===== src/rtl/music_pkg.sv =====
// Shared defaults and FSM state encoding for the note slot scheduler.
package music_pkg;

    localparam int DEF_NUM_SLOTS = 3;
    localparam int DEF_NOTE_W    = 6;
    localparam int DEF_DUR_W     = 6;

    typedef enum logic [1:0] {
        S_IDLE = 2'd0,
        S_LOAD = 2'd1,
        S_WAIT = 2'd2,
        S_DONE = 2'd3
    } state_e;

endpackage


===== src/rtl/slot_counter.sv =====
// Remaining-beat counter for one note-player slot; load beats a same-cycle beat.
module slot_counter #(
    parameter int DUR_W = 6
) (
    input  logic             clk,
    input  logic             reset,
    input  logic             flush_i,
    input  logic             load_i,
    input  logic [DUR_W-1:0] load_val_i,
    input  logic             beat_i,
    input  logic             play_i,
    output logic [DUR_W-1:0] count_o,
    output logic             busy_o,
    output logic             release_o
);

    logic [DUR_W-1:0] count_q, count_d;
    logic             tick;

    assign tick = beat_i && play_i && !flush_i && !load_i && (count_q != '0);

    always_comb begin
        count_d = count_q;
        if (flush_i)     count_d = '0;
        else if (load_i) count_d = load_val_i;
        else if (tick)   count_d = count_q - DUR_W'(1);
    end

    always_ff @(posedge clk or negedge reset) begin
        if (!reset) count_q <= '0;
        else        count_q <= count_d;
    end

    assign count_o   = count_q;
    assign busy_o    = (count_q != '0);
    // Only a natural 1 -> 0 expiry releases; a steal or flush never does.
    assign release_o = tick && (count_q == DUR_W'(1));

endmodule


===== src/rtl/note_slot_scheduler.sv =====
// Accepts one note request at a time, allocates a player slot (stealing the
// slot closest to expiry when all are busy) and paces the song via note_done.
module note_slot_scheduler import music_pkg::*; #(
    parameter int NUM_SLOTS = DEF_NUM_SLOTS,
    parameter int NOTE_W    = DEF_NOTE_W,
    parameter int DUR_W     = DEF_DUR_W
) (
    input  logic                 clk,
    input  logic                 reset,
    input  logic                 flush,
    input  logic                 play,
    input  logic                 beat,
    input  logic                 new_note,
    input  logic [NOTE_W-1:0]    note,
    input  logic [DUR_W-1:0]     duration,
    input  logic                 chord_next,
    output logic [NUM_SLOTS-1:0] slot_load,
    output logic [NOTE_W-1:0]    slot_note,
    output logic [DUR_W-1:0]     slot_duration,
    output logic [NUM_SLOTS-1:0] slot_busy,
    output logic [NUM_SLOTS-1:0] slot_release,
    output logic                 note_done,
    output logic                 overrun
);

    localparam int IDX_W = (NUM_SLOTS > 1) ? $clog2(NUM_SLOTS) : 1;

    state_e                        state_q, state_d;
    logic [NOTE_W-1:0]             note_q, note_d;
    logic [DUR_W-1:0]              dur_q, dur_d;
    logic                          chord_q, chord_d;
    logic [DUR_W-1:0]              gate_q, gate_d;
    logic                          overrun_q, overrun_d;

    logic [NUM_SLOTS-1:0][DUR_W-1:0] cnt;
    logic [NUM_SLOTS-1:0]          load_vec;
    logic [IDX_W-1:0]              alloc_idx;
    logic [DUR_W-1:0]              min_cnt;
    logic                          found_free;
    logic                          tick;

    assign tick = beat && play;

    // Prefer the lowest free slot; otherwise steal the smallest count.
    always_comb begin
        alloc_idx  = '0;
        found_free = 1'b0;
        min_cnt    = cnt[0];
        for (int k = 0; k < NUM_SLOTS; k++) begin
            if (!found_free && cnt[k] == '0) begin
                alloc_idx  = IDX_W'(k);
                found_free = 1'b1;
            end
        end
        if (!found_free) begin
            for (int k = 1; k < NUM_SLOTS; k++) begin
                if (cnt[k] < min_cnt) begin
                    min_cnt   = cnt[k];
                    alloc_idx = IDX_W'(k);
                end
            end
        end
    end

    assign load_vec = (state_q == S_LOAD && note_q != '0) ?
                      (NUM_SLOTS'(1) << alloc_idx) : '0;

    always_comb begin
        state_d   = state_q;
        note_d    = note_q;
        dur_d     = dur_q;
        chord_d   = chord_q;
        gate_d    = gate_q;
        overrun_d = overrun_q | (new_note && state_q != S_IDLE);
        case (state_q)
            S_IDLE: if (new_note) begin
                state_d = S_LOAD;
                note_d  = note;
                dur_d   = duration;
                chord_d = chord_next;
            end
            S_LOAD: begin
                gate_d  = dur_q;
                state_d = (chord_q || dur_q == '0) ? S_DONE : S_WAIT;
            end
            S_WAIT: if (tick) begin
                if (gate_q <= DUR_W'(1)) begin
                    gate_d  = '0;
                    state_d = S_DONE;
                end else begin
                    gate_d  = gate_q - DUR_W'(1);
                end
            end
            S_DONE:  state_d = S_IDLE;
            default: state_d = S_IDLE;
        endcase
        if (flush) begin
            state_d   = S_IDLE;
            note_d    = '0;
            dur_d     = '0;
            chord_d   = 1'b0;
            gate_d    = '0;
            overrun_d = 1'b0;
        end
    end

    always_ff @(posedge clk or negedge reset) begin
        if (!reset) begin
            state_q   <= S_IDLE;
            note_q    <= '0;
            dur_q     <= '0;
            chord_q   <= 1'b0;
            gate_q    <= '0;
            overrun_q <= 1'b0;
        end else begin
            state_q   <= state_d;
            note_q    <= note_d;
            dur_q     <= dur_d;
            chord_q   <= chord_d;
            gate_q    <= gate_d;
            overrun_q <= overrun_d;
        end
    end

    for (genvar k = 0; k < NUM_SLOTS; k++) begin : g_slot
        slot_counter #(.DUR_W(DUR_W)) u_slot (
            .clk        (clk),
            .reset      (reset),
            .flush_i    (flush),
            .load_i     (load_vec[k]),
            .load_val_i (dur_q),
            .beat_i     (beat),
            .play_i     (play),
            .count_o    (cnt[k]),
            .busy_o     (slot_busy[k]),
            .release_o  (slot_release[k])
        );
    end

    assign slot_load     = load_vec;
    assign slot_note     = note_q;
    assign slot_duration = dur_q;
    assign note_done     = (state_q == S_DONE);
    assign overrun       = overrun_q;

endmodule


===== config.mk =====
export PLATFORM = sky130hd
export DESIGN_NAME = note_slot_scheduler
export DESIGN_NICKNAME = d
export VERILOG_FILES = /design/src/rtl/music_pkg.sv /design/src/rtl/slot_counter.sv /design/src/rtl/note_slot_scheduler.sv
export SDC_FILE = /design/constraint.sdc
export NUM_CORES = 1
export LEC_CHECK = 0
export ABC_AREA = 1
export CAP_MARGIN = 5
export CORE_MARGIN = 2
export CORE_UTILIZATION = 55
export DETAILED_ROUTE_END_ITERATION = 8
export PLACE_DENSITY = 0.83
export SYNTH_ARGS = -nofsm -noshare
export SYNTH_HDL_FRONTEND = slang
export SYNTH_SLANG_ARGS = --single-unit

===== constraint.sdc =====
create_clock -name clk -period 8.15 [get_ports clk]
set_input_delay 1.63 -clock clk [delete_from_list [all_inputs] [get_ports clk]]
set_output_delay 1.63 -clock clk [all_outputs]
set_load 0.01 [all_outputs]

; Word-level counts from Yosys, hierarchy flattened
; Cells that the tools add are included.
[word_totals]
ff_bits = 40
input_bits = 19
out_inout_bits = 23
wordCells = 108
[op_classes]
addsub = 4
n_lt_le_gt_ge = 3
eq_ne = 9
n_shift = 1
muxes = 40
n_bitwise = 1
n_reduce_logical = 41
[ops]
columns = operator, count
row1 = two-way mux 6 bit, 20
row2 = logical NOT 6 bit, 4
row3 = nonzero test 6 bit, 4
row4 = "subtractor 6 x 1 -> 6 bit, second input constant", 4
row5 = "equality test 6 x 1 -> 1 bit, second input constant", 3
row6 = two-way mux 2 bit, 8
row7 = logical AND 1 bit, 15
row8 = < comparator 6 bit, 2
row9 = one-hot mux 6 bit (2 select lines), 1
row10 = nonzero test 3 bit, 4
row11 = two-way mux 1 bit, 9
row12 = "!= test 3 bit, second input constant", 3
row13 = one-hot mux 2 bit (4 select lines), 1
row14 = "less-or-equal comparator 6 x 1 -> 1 bit, second input constant", 1
row15 = logical NOT 1 bit, 6
row16 = nonzero test 2 bit, 3
row17 = "equality test 2 bit, second input constant", 2
row18 = AND reduction 2 bit, 2
row19 = two-way mux 3 bit, 1
row20 = AND reduction 3 bit, 1
row21 = "left shift 1 x 2 -> 3 bit, first input constant", 1
row22 = "equality test 2 x 1 -> 1 bit, second input constant", 1
row23 = logical NOT 2 bit, 1
row24 = logical OR 1 bit, 1
row25 = OR 1 bit, 1

; Depth between registers and ports, before layout
[depth]
ltp_word = 20
mapped_depth = 23
ltp_nobuf = 22

; Cells and area by module
; From an unflattened synthesis, not the netlist that was laid out.
[unflattened]
hier_cells = 412
hier_area_um2 = 3070.4
[modules_own_cells]
columns = mod, instances, cells_per_inst, area_each_um2, seq_area_each_um2
row1 = note_slot_scheduler, 1, 223, 1614.0, 550.5
row2 = slot_counter, 3, 63, 485.5, 150.1

; Worst setup path before layout
; OpenSTA, ideal clock, no wires.
[synth_timing]
path_kind = register to output
from = register g_slot[0].u_slot.count_q[5]
to = output port slot_release[1]
arrival_ps = 2818
t_required_ps = 6520
path_slack_ps = 3702
stages_incl_launch_ff = 22
path_buffers = 3
cell_sequence = dfrtp_1 > inv_1 > ha_1 > nand2_1 > inv_1 > a21oi_2 > nand2_2 > clkbuf_1 > nand2_1 > o21ai_0 > ha_1 > a21oi_1 > nor2_1 > a211oi_1 > nand2_2 > nand3_2 > nand2_4 > nand2_4 > buf_6 > inv_1 > nor3_1 > buf_4
[synth_via]
elab_chain_len = 17
elab_cells_between_ends = 23
cone_classes = 2 x order compare / 1 x shift / 11 x mux / 9 x reduce/logical
[synth_lines]
columns = item, line_no
row1 = start: declaration, slot_counter.sv:17  ; logic [DUR_W-1:0] count_q, count_d;
row2 = start signal: assignment, slot_counter.sv:31  ; else count_q <= count_d;
row3 = "parallel branches: the longest is 10 deep, another holds < comparator 6 bit", n/a
row4 = two-way mux 2 bit (*), note_slot_scheduler.sv:55  ; if (!found_free) begin
row5 = left shift 1 x 2 -> 3 bit (*), note_slot_scheduler.sv:66  ; (NUM_SLOTS'(1) << alloc_idx) : '0;
row6 = two-way mux 3 bit (*), note_slot_scheduler.sv:65  ; assign load_vec = (state_q == S_LOAD && note_q != '0) ?
row7 = via g_slot[1].u_slot.load_i, slot_counter.sv:8  ; input logic load_i,
row8 = logical NOT 1 bit (*), slot_counter.sv:20  ; assign tick = beat_i && play_i && !flush_i && !load_i && (count_q != '0);
row9 = logical AND 1 bit (*) (2 in a row), slot_counter.sv:20
row10 = logical AND 1 bit (*), slot_counter.sv:37  ; assign release_o = tick && (count_q == DUR_W'(1));
row11 = end: declaration, note_slot_scheduler.sv:21  ; output logic [NUM_SLOTS-1:0] slot_release,
; Mark *: on every way through the listed nets, which the timed path passes. The select of a mux whose other input is x is not followed.

; Worst setup path in the final report
[layout_timing]
from = register g_slot[0].u_slot.count_q[4]
to = output port slot_load[2]
[layout_via]
elab_chain_len = 13
elab_cells_between_ends = 19
cone_classes = 2 x order compare / 1 x shift / 11 x mux / 5 x reduce/logical
[layout_lines]
columns = item, line_no
row1 = "parallel branches: the longest is 10 deep, another holds < comparator 6 bit", n/a
row2 = two-way mux 2 bit (*), note_slot_scheduler.sv:55
row3 = left shift 1 x 2 -> 3 bit (*), note_slot_scheduler.sv:66
row4 = two-way mux 3 bit (*), note_slot_scheduler.sv:65
row5 = end: declaration, note_slot_scheduler.sv:17  ; output logic [NUM_SLOTS-1:0] slot_load,
; Every way passes the cells marked *. The select of a mux whose other input is x is not followed.

==> impl_results.html <==
<table>
<tr><th>Metric</th><th>Value</th></tr>
<tr><th colspan="2">Outcome</th></tr>
<tr><td>Run status</td><td>finished, final reports clean</td></tr>
<tr><th colspan="2">Setup path</th></tr>
<tr><td>WP data required</td><td>6520 ps</td></tr>
<tr><td>Type of origin of the critical path</td><td>flop</td></tr>
<tr><td>Kind of end point of the critical path</td><td>output pin</td></tr>
<tr><td>Worst EP arrival</td><td>3790 ps</td></tr>
<tr><td>Kind of critical path</td><td>flop to output pin</td></tr>
<tr><td>Maximum net fanout on the critical path</td><td>13</td></tr>
<tr><th colspan="2">Layout</th></tr>
<tr><td>Commonest non-fill, non-tap cell in the layout</td><td>sky130_fd_sc_hd__nand2_1</td></tr>
<tr><td>Relative area change from synthesis to final layout</td><td>15.75%</td></tr>
<tr><td>Fill cells</td><td>469</td></tr>
<tr><td>Final core utilization</td><td>0.6672</td></tr>
<tr><td>Count of inserted antenna diode cells</td><td>0</td></tr>
<tr><td>Storage cell area</td><td>0.001001 mm^2</td></tr>
<tr><td>Multi-input gate area in the final layout</td><td>0.001622 mm^2</td></tr>
<tr><td>Share of cells above drive strength 1</td><td>0.05734</td></tr>
<tr><td>Commonest cells after routing, fill and taps aside</td><td>sky130_fd_sc_hd__nand2_1, sky130_fd_sc_hd__inv_1, sky130_fd_sc_hd__dfrtp_1, sky130_fd_sc_hd__clkdlybuf4s50_1, sky130_fd_sc_hd__o21ai_0</td></tr>
<tr><td>Final nets</td><td>478</td></tr>
<tr><th colspan="2">Synthesis</th></tr>
<tr><td>Proportion of netlist area held by the largest area contributor</td><td>0.3378</td></tr>
<tr><td>Cell Area, Synth</td><td>0.002963 mm^2</td></tr>
<tr><td>Yosys top cell by area</td><td>sky130_fd_sc_hd__dfrtp_1</td></tr>
<tr><td>Dominant register cell in the synthesized netlist</td><td>sky130_fd_sc_hd__dfrtp_1</td></tr>
<tr><td>#FFs+latches synth</td><td>40</td></tr>
<tr><td>Number of enable-type register cells in the synthesized netlist</td><td>0</td></tr>
<tr><td>Mean cell area of the mapped netlist</td><td>7.334 um^2</td></tr>
<tr><td>Count of cell types in the netlist</td><td>37</td></tr>
<tr><td>Number of standard cells after synthesis</td><td>404</td></tr>
<tr><td>Count of yosys warnings during synthesis</td><td>0</td></tr>
<tr><td>Top cells by area in the synthesized netlist</td><td>sky130_fd_sc_hd__dfrtp_1, sky130_fd_sc_hd__nand2_1, sky130_fd_sc_hd__ha_1, sky130_fd_sc_hd__inv_1, sky130_fd_sc_hd__o21ai_0</td></tr>
<tr><td>Sequential cell area fraction in the yosys report</td><td>0.3378</td></tr>
<tr><td>Synth Net Count</td><td>446</td></tr>
<tr><td>Synth async-reset ratio</td><td>1.000</td></tr>
<tr><th colspan="2">Timing</th></tr>
<tr><td>Final number of max-transition violations</td><td>0</td></tr>
<tr><td>Number of setup violations in the final report</td><td>0</td></tr>
<tr><td>Hold Violations, Final</td><td>0</td></tr>
<tr><td>RSZ-0062 raised after global routing</td><td>false</td></tr>
<tr><td>Shortest period the worst path allows</td><td>5420 ps</td></tr>
<tr><td>Final worst path period share</td><td>0.6650</td></tr>
<tr><td>Worst clock skew</td><td>5.548 ps</td></tr>
<tr><td>Transition time of the tightest slew-check pin</td><td>930.8 ps</td></tr>
<tr><td>Timing-limited maximum frequency</td><td>184.5 MHz</td></tr>
<tr><td>Total negative slack</td><td>0 ps</td></tr>
<tr><td>Relative slew slack</td><td>0.3795</td></tr>
<tr><th colspan="2">Routing</th></tr>
<tr><td>Count of routing violations after the opening detailed-route iteration</td><td>266</td></tr>
<tr><td>Post-route DRC</td><td>0</td></tr>
<tr><td>Per-cell via count in the routed design</td><td>5.532</td></tr>
<tr><td>Total routed wirelength</td><td>7317 um</td></tr>
<tr><td>Final antenna-violating net count</td><td>0</td></tr>
<tr><td>Average detailed-routed wire length per instance</td><td>14.46 um</td></tr>
<tr><td>Number of iterations in the first detailed-routing pass</td><td>5</td></tr>
<tr><td>Vias</td><td>2799</td></tr>
<tr><th colspan="2">Clock network</th></tr>
<tr><td>Post-CTS Hold Fix Bufs</td><td>0</td></tr>
<tr><td>Clock tree root driver cell</td><td>sky130_fd_sc_hd__clkbuf_8</td></tr>
<tr><td>Clock-pin slew on the worst setup and hold paths</td><td>70 ps</td></tr>
<tr><td>Sink Count</td><td>40</td></tr>
<tr><td>TritonCTS clock tree</td><td>built</td></tr>
<tr><td>PostCTS Resize Cnt</td><td>0</td></tr>
<tr><td>Clock buffers created by TritonCTS</td><td>5</td></tr>
<tr><td>Post-CTS repair timing setup buffer count</td><td>0</td></tr>
<tr><td>Number of H-tree levels</td><td>2</td></tr>
<tr><td>Clk Latency, worst-skew pair</td><td>290 ps</td></tr>
<tr><td>Buffer levels on the longest clock path</td><td>2</td></tr>
<tr><th colspan="2">Die</th></tr>
<tr><td>Top Ports</td><td>42</td></tr>
<tr><td>Initial standard-cell utilization of the core</td><td>0.5764</td></tr>
<tr><td>Die Wd</td><td>77.40 um</td></tr>
<tr><td>Die outline area</td><td>0.005990 mm^2</td></tr>
<tr><td>Number of cell rows</td><td>26</td></tr>
<tr><td>Die Span Y</td><td>77.40 um</td></tr>
<tr><td>Placeable Area</td><td>0.005140 mm^2</td></tr>
<tr><th colspan="2">Power and ir drop</th></tr>
<tr><td>Maximum vdd ir drop</td><td>0.1687 mV</td></tr>
<tr><td>LEAKAGE</td><td>1.762 nW</td></tr>
<tr><td>Power per cell area</td><td>385.1 mW/mm^2</td></tr>
<tr><th colspan="2">Global routing</th></tr>
<tr><td>GRT Total Usage</td><td>0.2644</td></tr>
<tr><td>Number of global-route vias before repair</td><td>2756</td></tr>
<tr><td>Number of antenna violations at the first check in global routing</td><td>0</td></tr>
<tr><td>Pin count of the biggest net entering global routing</td><td>41</td></tr>
<tr><td>First-pass GRT wire length</td><td>12610 um</td></tr>
<tr><td>Sum of overflow across all layers after global routing</td><td>0</td></tr>
<tr><th colspan="2">Place</th></tr>
<tr><td>Gp weighted congestion</td><td>0.9306</td></tr>
<tr><td>IO buf count</td><td>41</td></tr>
<tr><td>HPWL reported at the end of detailed placement</td><td>5417 um</td></tr>
<tr><th colspan="2">Job</th></tr>
<tr><td>Max-Cap Viols</td><td>0</td></tr>
<tr><th colspan="2">Min path</th></tr>
<tr><td>Path category of the worst min-delay check</td><td>flop to flop</td></tr>
</table>
-- final timing paths --
check / from / end / slack, ps / cells after the start
max: g_slot[0].u_slot.count_o[4] / slot_load[2] / 2730 / 16
min: g_slot[0].u_slot.count_o[1] / g_slot[0].u_slot.count_o[1] / 490 / 2
max reg2reg: g_slot[0].u_slot.count_o[4] / g_slot[2].u_slot.count_o[3] / 4660 / 19
min reg2reg: g_slot[0].u_slot.count_o[1] / g_slot[0].u_slot.count_o[1] / 490 / 2
max in group asynchronous: reset / gate_q[2] / 6100 / 1
min in group asynchronous: reset / slot_note[4] / 1470 / 1
-- cell type report --
type / count / area share
Multi-Input combinational cell: 285 / 0.4728
Sequential cell: 40 / 0.2919
Timing Repair Buffer: 41 / 0.1182
Inverter: 63 / 0.06895
Tap cell: 70 / 0.02554
Clock buffer: 6 / 0.02116
Clock inverter: 1 / 0.001459
-- synthesized netlist by cell type (2+ instances only) --
cell,instances
sky130_fd_sc_hd__inv_2,2
sky130_fd_sc_hd__buf_4,9
sky130_fd_sc_hd__a21oi_1,9
sky130_fd_sc_hd__inv_1,61
sky130_fd_sc_hd__xor2_1,10
sky130_fd_sc_hd__nor2_8,2
sky130_fd_sc_hd__nor2_1,23
sky130_fd_sc_hd__o21ai_1,16
sky130_fd_sc_hd__o22ai_1,2
sky130_fd_sc_hd__nand3_1,24
sky130_fd_sc_hd__nor3_1,5
sky130_fd_sc_hd__o21bai_1,6
sky130_fd_sc_hd__nor4_1,2
sky130_fd_sc_hd__ha_1,23
sky130_fd_sc_hd__nand2_4,3
sky130_fd_sc_hd__nand4_1,2
sky130_fd_sc_hd__xnor2_1,4
sky130_fd_sc_hd__o21ai_0,30
sky130_fd_sc_hd__buf_2,2
sky130_fd_sc_hd__dfrtp_1,40
sky130_fd_sc_hd__a2bb2oi_1,2
sky130_fd_sc_hd__nand2_1,104
sky130_fd_sc_hd__nand2_2,6
sky130_fd_sc_hd__clkbuf_1,4
-- power breakdown --
| part | internal [mW] | switching, mW |
|---|---|---|
| Sequential | 0.262 | 0.0798 |
| Combinational | 0.333 | 0.519 |
| Clock | 0.0583 | 0.0685 |
| Total | 0.654 | 0.667 |
-- stage by stage --
| stage | power [mW] | cells | hold slack (ps) | cell area (um^2) | setup WS (ps) |
|---|---|---|---|---|---|
| 3_5_place_dp | 1.177 | 499 | 468.7 | 3352 | 2975 |
| 5_1_grt | 1.470 | 506 | 542.7 | 3430 | 2482 |
| 6_report | 1.321 | 506 | 492.8 | 3430 | 2730 |
| 3_3_place_gp | 1.142 | 499 | 467.5 | 3352 | 3031 |
| 2_1_floorplan | 0.9846 | 404 | 448.8 | 2963 | 3702 |
| 4_1_cts | 1.314 | 506 | 488.7 | 3430 | 2725 |
-- state kept, by name (all words and copies together), names as in the netlist --
| register | count |
|---|---|
| g_slot.u_slot.count_o | 18 |
| gate_q | 6 |
| slot_duration | 6 |
| slot_note | 6 |
| state_q | 2 |
| chord_q | 1 |
| overrun | 1 |
-- logic make-up (layout without fill, tap and decap cells) --
family,Yosys count,after routing,synth area share
xor gates and xnor gates,14,14,0.04138
buffers and inverters,79,111,0.1149
DFF,40,40,0.3378
and+or+nand+nor,175,175,0.2686
AOI/OAI and AO/OA,73,73,0.1402
adders and majority gates,23,23,0.09713
-- worst max-delay path, stage by stage, from the launching register on --
cell,delay [ps]
sky130_fd_sc_hd__dfrtp_1,430
sky130_fd_sc_hd__inv_1,110
sky130_fd_sc_hd__ha_1,300
sky130_fd_sc_hd__nand2_1,80
sky130_fd_sc_hd__inv_1,50
sky130_fd_sc_hd__a21oi_2,160
sky130_fd_sc_hd__nand2_2,160
sky130_fd_sc_hd__o21ai_0,200
sky130_fd_sc_hd__ha_1,270
sky130_fd_sc_hd__a21oi_1,140
sky130_fd_sc_hd__nor2_1,50
sky130_fd_sc_hd__a211oi_1,220
sky130_fd_sc_hd__nand2_2,110
sky130_fd_sc_hd__nand2_2,80
sky130_fd_sc_hd__nand3_1,310
sky130_fd_sc_hd__inv_1,230
sky130_fd_sc_hd__clkdlybuf4s50_1,560
-- per-layer routing --
metal / global-route usage / routed length, um
met5: 0 / 0
met4: 0.09286 / 189
met3: 0.04767 / 428
met2: 0.4626 / 3539
met1: 0.3273 / 3159
Power figures use the tool's default switching activity.
